--- config.mk ---
export PLATFORM = sky130hd
export DESIGN_NAME = serial_subtractor
export DESIGN_NICKNAME = d
export VERILOG_FILES = /design/src/rtl/serial_sub_pkg.sv /design/src/rtl/full_subtractor.sv /design/src/rtl/serial_subtractor.sv
export SDC_FILE = /design/constraint.sdc
export NUM_CORES = 1
export LEC_CHECK = 0
export CORE_AREA = 2 2 51 53
export DETAILED_ROUTE_END_ITERATION = 6
export DIE_AREA = 0 0 53 55
export HOLD_SLACK_MARGIN = 0.05
export PLACE_DENSITY = 0.69
export SLEW_MARGIN = 30
export SYNTH_ARGS = -nofsm -noshare
export SYNTH_HDL_FRONTEND = slang
export SYNTH_SLANG_ARGS = --single-unit
--- constraint.sdc ---
create_clock -name clk -period 1.4 [get_ports clk]
set_input_delay 0.21 -clock clk [delete_from_list [all_inputs] [get_ports clk]]
set_output_delay 0.21 -clock clk [all_outputs]
set_load 0.1 [all_outputs]
--- src/rtl/serial_sub_pkg.sv ---
// Shared types and constants for the bit-serial subtractor.
// Holds the controller state encoding and the default operand width.
package serial_sub_pkg;

    localparam int DEFAULT_WIDTH = 32'sd4;

    typedef enum logic [1:0] {
        ST_IDLE = 2'b00,
        ST_RUN  = 2'b01,
        ST_DONE = 2'b10
    } state_t;

endpackage

--- src/rtl/full_subtractor.sv ---
// One-bit full subtractor slice: d = x - y - bin, with borrow out.
module full_subtractor (
    input  logic x,
    input  logic y,
    input  logic bin,
    output logic d,
    output logic bout
);

    assign d    = x ^ y ^ bin;
    assign bout = (~x & y) | (~x & bin) | (y & bin);

endmodule

--- src/rtl/serial_subtractor.sv ---
// Bit-serial unsigned subtractor: one bit per clock, LSB first, through a
// single full-subtractor slice. Result and borrow-out are held between runs.
module serial_subtractor
    import serial_sub_pkg::*;
#(
    parameter int WIDTH = DEFAULT_WIDTH
) (
    input  logic             clk,
    input  logic             rst_n,
    input  logic             start,
    input  logic [WIDTH-1:0] a,
    input  logic [WIDTH-1:0] b,
    input  logic             bin,
    output logic             ready,
    output logic             done,
    output logic [WIDTH-1:0] diff,
    output logic             bout
);

    localparam int CNT_W = $clog2(WIDTH + 1);

    state_t           state_r;
    state_t           state_next_s;
    logic [CNT_W-1:0] cnt_r;
    logic [WIDTH-1:0] a_sh_r;
    logic [WIDTH-1:0] b_sh_r;
    logic [WIDTH-1:0] res_r;
    logic [WIDTH-1:0] diff_r;
    logic [WIDTH-1:0] res_shift_s;
    logic             br_r;
    logic             bout_r;
    logic             d_s;
    logic             br_next_s;
    logic             last_bit_s;

    full_subtractor u_slice (
        .x    (a_sh_r[0]),
        .y    (b_sh_r[0]),
        .bin  (br_r),
        .d    (d_s),
        .bout (br_next_s)
    );

    // Counter tops out at WIDTH-1 inside RUN, so it can never wrap there.
    assign last_bit_s  = (cnt_r == CNT_W'(WIDTH - 1));
    // New difference bit enters at the MSB; after WIDTH shifts bit 0 is the LSB.
    assign res_shift_s = WIDTH'({d_s, res_r} >> 1'b1);

    assign diff = diff_r;
    assign bout = bout_r;

    // State register.
    always_ff @(posedge clk) begin
        if (!rst_n) begin
            state_r <= ST_IDLE;
        end else begin
            state_r <= state_next_s;
        end
    end

    // Next-state logic.
    always_comb begin
        state_next_s = state_r;
        case (state_r)
            ST_IDLE: begin
                if (start) begin
                    state_next_s = ST_RUN;
                end else begin
                    state_next_s = ST_IDLE;
                end
            end
            ST_RUN: begin
                if (last_bit_s) begin
                    state_next_s = ST_DONE;
                end else begin
                    state_next_s = ST_RUN;
                end
            end
            ST_DONE: state_next_s = ST_IDLE;
            default: state_next_s = ST_IDLE;
        endcase
    end

    // Handshake outputs decoded from the state register.
    always_comb begin
        ready = 1'b0;
        done  = 1'b0;
        case (state_r)
            ST_IDLE: ready = 1'b1;
            ST_RUN:  ready = 1'b0;
            ST_DONE: done  = 1'b1;
            default: begin
                ready = 1'b0;
                done  = 1'b0;
            end
        endcase
    end

    // Operand capture, serial datapath and result holding registers.
    always_ff @(posedge clk) begin
        if (!rst_n) begin
            cnt_r  <= {CNT_W{1'b0}};
            a_sh_r <= {WIDTH{1'b0}};
            b_sh_r <= {WIDTH{1'b0}};
            res_r  <= {WIDTH{1'b0}};
            br_r   <= 1'b0;
            diff_r <= {WIDTH{1'b0}};
            bout_r <= 1'b0;
        end else begin
            case (state_r)
                ST_IDLE: begin
                    if (start) begin
                        a_sh_r <= a;
                        b_sh_r <= b;
                        br_r   <= bin;
                        cnt_r  <= {CNT_W{1'b0}};
                        res_r  <= {WIDTH{1'b0}};
                    end
                end
                ST_RUN: begin
                    a_sh_r <= a_sh_r >> 1'b1;
                    b_sh_r <= b_sh_r >> 1'b1;
                    br_r   <= br_next_s;
                    res_r  <= res_shift_s;
                    if (last_bit_s) begin
                        diff_r <= res_shift_s;
                        bout_r <= br_next_s;
                    end else begin
                        cnt_r  <= cnt_r + CNT_W'(1'b1);
                    end
                end
                default: begin
                    cnt_r <= cnt_r;
                end
            endcase
        end
    end

endmodule

* Word level (Yosys, flattened, before mapping)
Cells that the tools add are included.
Operators by class: add/subtract/negate cells 1, bitwise logic cells 8, reduce and logical (&&, ||, !) cells 5, eq/ne operators 5, muxes and demuxes 16
Operators with widths (count):
- 4-bit one-hot mux with 2 select lines | 3
- 4-bit 2-to-1 mux | 3
- 3-bit 2-to-1 mux | 2
- 3-bit one-hot mux with 2 select lines | 1
- 1-bit 2-to-1 mux | 4
- 2-bit != test, second input constant | 2
- 2-bit one-hot mux with 2 select lines | 1
- 2-bit AND reduction | 2
- 3-bit by 1-bit adder with 3-bit output, second input constant | 1
- 1-bit bitwise AND | 3
- 3-bit by 2-bit == test with 1-bit output, second input constant | 1
- 3-bit AND reduction | 1
- 2-bit by 1-bit == test with 1-bit output, second input constant | 1
- 2-bit == test, second input constant | 1
- 2-bit zero test | 1
- 2-bit 2-to-1 mux | 1
- 1-bit bitwise OR | 2
- 1-bit one-hot mux with 2 select lines | 1
- 2-bit nonzero test | 1
- 1-bit XOR | 2
- 1-bit NOT | 1
Storage, ports and cells: output and inout port bits 7, register bits 23, word-level logic and storage cells 43, bits of input ports 12

* Logic depth before layout (Yosys ltp)
depth in word-level cells 5, mapped depth 6, gate-level depth less buffers 5

* Hierarchy
Synthesis repeated with hierarchy kept, for this count alone.
Second synthesis, totals: cells, all modules 109, area, all modules 1012.2 µm²
Modules (own cells, without submodules):
- serial_subtractor | area each 984.7 µm², times used 1, sequential area each 440.4 µm², cells each 106
- full_subtractor | area each 27.5 µm², times used 1, sequential area each 0.0 µm², cells each 3

* Worst setup path before layout
No wires, ideal clock.
path kind register to register, start register state_r[0], end register a_sh_r[3], library setup time 70 ps, cell stages (with the launch flop) 4, clock period less this slack 2121 ps, path slack -721 ps, data arrival time 2051 ps, path buffers 0, required time 1330 ps, cell sequence dfxtp_1 > nor2_1 > a32oi_1 > nor2_1
Between the ends: cells in the longest elaborated chain, start to end 3, elaborated cells on any way between the ends 6, classes of those cells eq/ne: 2; mux: 1; reduce/logical: 3
RTL lines:
- start, declared | line serial_subtractor.sv:22 | state_t state_r;
- start signal, assigned | line serial_subtractor.sv:57 | state_r <= state_next_s;
- 2-bit by 1-bit == test with 1-bit output or 2-bit zero test (tied branches) | line serial_subtractor.sv:110 | case (state_r)
- 2-bit nonzero test (no line) or 2-bit != test (tied branches)
- 2-bit AND reduction (no line)
- end signal, assigned | line serial_subtractor.sv:103 | a_sh_r <= {WIDTH{1'b0}};
- end signal, assigned | line serial_subtractor.sv:121 | a_sh_r <= a_sh_r >> 1'b1;
- end, declared | line serial_subtractor.sv:25 | logic [WIDTH-1:0] a_sh_r;
Parallel ways exist; a longest one is shown, timed or not. A chain may end at the register's enable or synchronous reset.

* Final worst setup path
start register state_r[0], end output port ready
Between the ends: cells in the longest elaborated chain, start to end 2
RTL lines:
- 2-bit zero test | line serial_subtractor.sv:88 | case (state_r)
- 1-bit 2-to-1 mux | line serial_subtractor.sv:88
- end, declared | line serial_subtractor.sv:14 | output logic ready,
Every way passes these cells.

==> flow_metrics.env <==
export IMPL_outcome="complete, no violations"
export IMPL_syn_avg_cell_area_um2=10.2
export IMPL_drc=0
export IMPL_wl_um=1900
export IMPL_layout_nets=135
export IMPL_slew_headroom_pct=79.3
export IMPL_synthesis_instances=95
export IMPL_gp_congestion=0.754
export IMPL_tightest_slew_ps=310
export IMPL_clockRootBuffer="clkbuf_4"
export IMPL_area_growth_pct=38.8
export IMPL_reg2reg_from="br_r$_SDFFE_PN0P_"
export IMPL_path_class="flip-flop to output pin"
export IMPL_fp_dieArea_um2=2920
export IMPL_yosys_area_share_adder_pct=4.63
export IMPL_cp_data_arrival_time_ps=1140
export IMPL_r2r_worst_path_cells=4
export IMPL_place_ws_ps=-7.45
export IMPL_io_pins=19
export IMPL_synth_top_area_share_pct=45.2
export IMPL_timing_final_ws_setup_ps=46.6
export IMPL_hp_start="res_r[1]$_SDFFE_PN0P_"
export IMPL_seqCellArea_um2=445
export IMPL_hp_class="flip-flop to flip-flop"
export IMPL_ys_top_cells_by_area="dfxtp_1 45%, mux2i_1 8.2%, nor2_1 4.6%"
export IMPL_yosysWarnings=0
export IMPL_htreeDepth=1
export IMPL_rsz0062_at_grt="false"
export IMPL_yosysTopAreaCell="dfxtp_1"
export IMPL_final_hold_viol_count=0
export IMPL_min_to="diff[0]$_SDFFE_PN0P_"
export IMPL_timing_fmax_mhz=739
export IMPL_clockBufferDepth=2
export IMPL_synth_compound_area_share_pct=21.3
export IMPL_path_max_fanout=3
export IMPL_cts_made_buffers=3
export IMPL_synth_cell_types=26
export IMPL_syn_nets=110
export IMPL_setup_violations=0
export IMPL_synth_top_family_by_area="compound AO/OA/AOI/OAI gates"
export IMPL_antenna_cells=0
export IMPL_grt_max_degree=20
export IMPL_cp_end_kind="output pin"
export IMPL_synth_area_um2=973
export IMPL_maxCapViolCount=0
export IMPL_worstSkewPairLatency_ps=320
export IMPL_die_w_um=53
export IMPL_ys_seq_elements=22
export IMPL_cts_sinks=22
export IMPL_clkTransAtPathRegs_ps=130
export IMPL_drtAntennaViolNets=0
export IMPL_die_h_um=55
export IMPL_synth_mux_area_share_pct=8.23
export IMPL_layout_drive_gt1_share_pct=27.7
export IMPL_dp_hpwl_um=1400
export IMPL_cts_tree="done"
export IMPL_drt_pass1_iterations=4
export IMPL_r2r_setup_slack_ps=70
export IMPL_start_kind="flip-flop"
export IMPL_antenna_found_initial=0
export IMPL_core_area_um2=2360
export IMPL_nFillCells=210
export IMPL_power_static_leakage_nw=0.525
export IMPL_slew_viol_final=0
export IMPL_grt_pass1_vias=775
export IMPL_grt_pass1_wl_um=3270
export IMPL_dr_first_iter_drc_count=9
export IMPL_via_per_inst=5.29
export IMPL_powerDensity_nw_per_um2=1030
export IMPL_portBuffers=18
export IMPL_fin_crit_sh_pct=96.7
export IMPL_whs_ps=486
export IMPL_hold_depth=2
export IMPL_finalCriticalPeriod_ps=1350
export IMPL_num_vias=788
export IMPL_gr_total_overflow=0
export IMPL_r2r_end="res_r[3]$_SDFFE_PN0P_"
export IMPL_start_util_pct=41.2
export IMPL_ys_seq_area_share_pct=45.2
export IMPL_fp_row_count=18
export IMPL_synth_xor_area_share_pct=0
export IMPL_wire_per_inst_um=12.7
export IMPL_multi_input_area_um2=474
export IMPL_grt_usage_pct=16.0
export IMPL_ctsHoldBuffers=0
export IMPL_fin_skew_ps=12.5
export IMPL_max_vdd_ir_drop_mv=0.734
export IMPL_crit_required_ps=1190
export IMPL_synth_simple_area_share_pct=13.0
## power by group
| group | switching [mW] | internal (mW) |
|---|---|---|
| clock | 0.199 | 0.290 |
| combinational | 0.113 | 0.110 |
| sequential | 0.0203 | 0.655 |
| total | 0.332 | 1.05 |
## worst max-delay path by stage
stage	startpoint	end	slack (ps)	cells past startpoint
finish	state_r[0]$_SDFF_PN0_	ready	50	3
detailed placement	start	a_sh_r[2]$_SDFFE_PN0P_	-7	4
global route	state_r[0]$_SDFF_PN0_	ready	0.7	3
floorplan	cnt_r[0]$_SDFFE_PN0P_	bout$_SDFFE_PN0P_	60	6
CTS	state_r[0]$_SDFF_PN0_	ready	20	3
global placement	start	a_sh_r[0]$_SDFFE_PN0P_	60	4
## layout make-up
type | count | area share, %
multi-input cells | 62 | 35.1
clock buffers | 3 | 1.67
flip-flops and latches | 22 | 33.0
well taps | 30 | 2.78
inverters | 5 | 1.39
clock inverters | 1 | 2.22
repair buffers | 26 | 23.9
## cell usage in the layout (no fill, tap or decap), drive strengths merged
cell type | synthesis | routed
nor2 | 15 | 15
fa | 1 | 1
a211oi | 8 | 8
a21oi | 5 | 5
nand3 | 3 | 3
ha | 2 | 2
o21ba | 1 | 1
a32oi | 2 | 2
o21bai | 1 | 1
a311oi | 1 | 1
nand3b | 2 | 2
a22oi | 3 | 3
bufinv | 0 | 1
mux2i | 8 | 8
buf | 3 | 15
o22ai | 2 | 2
clkbuf | 3 | 3
and2b | 1 | 1
nand2 | 5 | 5
o32ai | 1 | 1
clkdlybuf4s50 | 0 | 11
dfxtp | 22 | 22
inv | 5 | 5
nor2b | 1 | 1
## critical path, cell delays in order, from the launching register on
cell,delay [ps]
dfxtp_4,370
buf_4,150
nor2_4,120
buf_12,190
## state kept, by name, indices dropped and copies added (netlist names)
signal   cells
bout         1
br_r         1
cnt_r        3
res_r        3
diff         4
b_sh_r       4
state_r      2
a_sh_r       4
## cells in the mapped netlist
cell      number
a311oi_2       1
ha_1           2
a22oi_1        3
a21oi_1        4
nand3_1        3
a32oi_1        2
buf_6          3
o22ai_1        2
a211oi_2       3
mux2i_1        8
dfxtp_1       22
a21oi_2        1
clkbuf_8       1
o21bai_2       1
nor2b_1        1
nand3b_1       2
o32ai_1        1
nor2_2         3
nor2_1        12
nand2_1        5
o21ba_4        1
fa_1           1
a211oi_1       5
clkbuf_1       2
inv_1          5
and2b_1        1
## metrics by stage
| step | cell area (µm²) | total power, mW | instances | TNS, ps | util, % |
|---|---|---|---|---|---|
| 5_1_grt | 1350 | 1.44 | 149 | 0 | 57.1 |
| 3_3_place_gp | 1290 | 0.901 | 144 | 0 | 54.4 |
| 3_5_place_dp | 1290 | 0.909 | 144 | -7.45 | 54.4 |
| 2_1_floorplan | 988 | 0.831 | 95 | 0 | - |
| 6_report | 1350 | 1.39 | 149 | 0 | 57.1 |
| 4_1_cts | 1350 | 1.39 | 149 | 0 | 57.1 |
## layer usage
metal | global-route usage [%] | routed length, µm
met1 | 18.1 | 803
met2 | 28.5 | 980
met3 | 2.69 | 66
met4 | 8.97 | 46
met5 | 0 | 0
## cells by family (layout without fill, tap and decap cells)
kind of cell,Yosys count,after routing
muxes,8,8
adders and majority gates,3,3
DFF,22,22
and+or+nand+nor,27,27
AOI/OAI and AO/OA,24,24
buffers and inverters,11,35
## what timing repair did
| action | CTS | global route |
|---|---|---|
| pin swaps | 0 | 2 |
| endpoints found under the setup margin | 2 | 2 |
| gates resized for setup | 3 | 0 |
| buffers inserted | 1 | 0 |
Note: power is estimated with default switching activity, not from simulation.
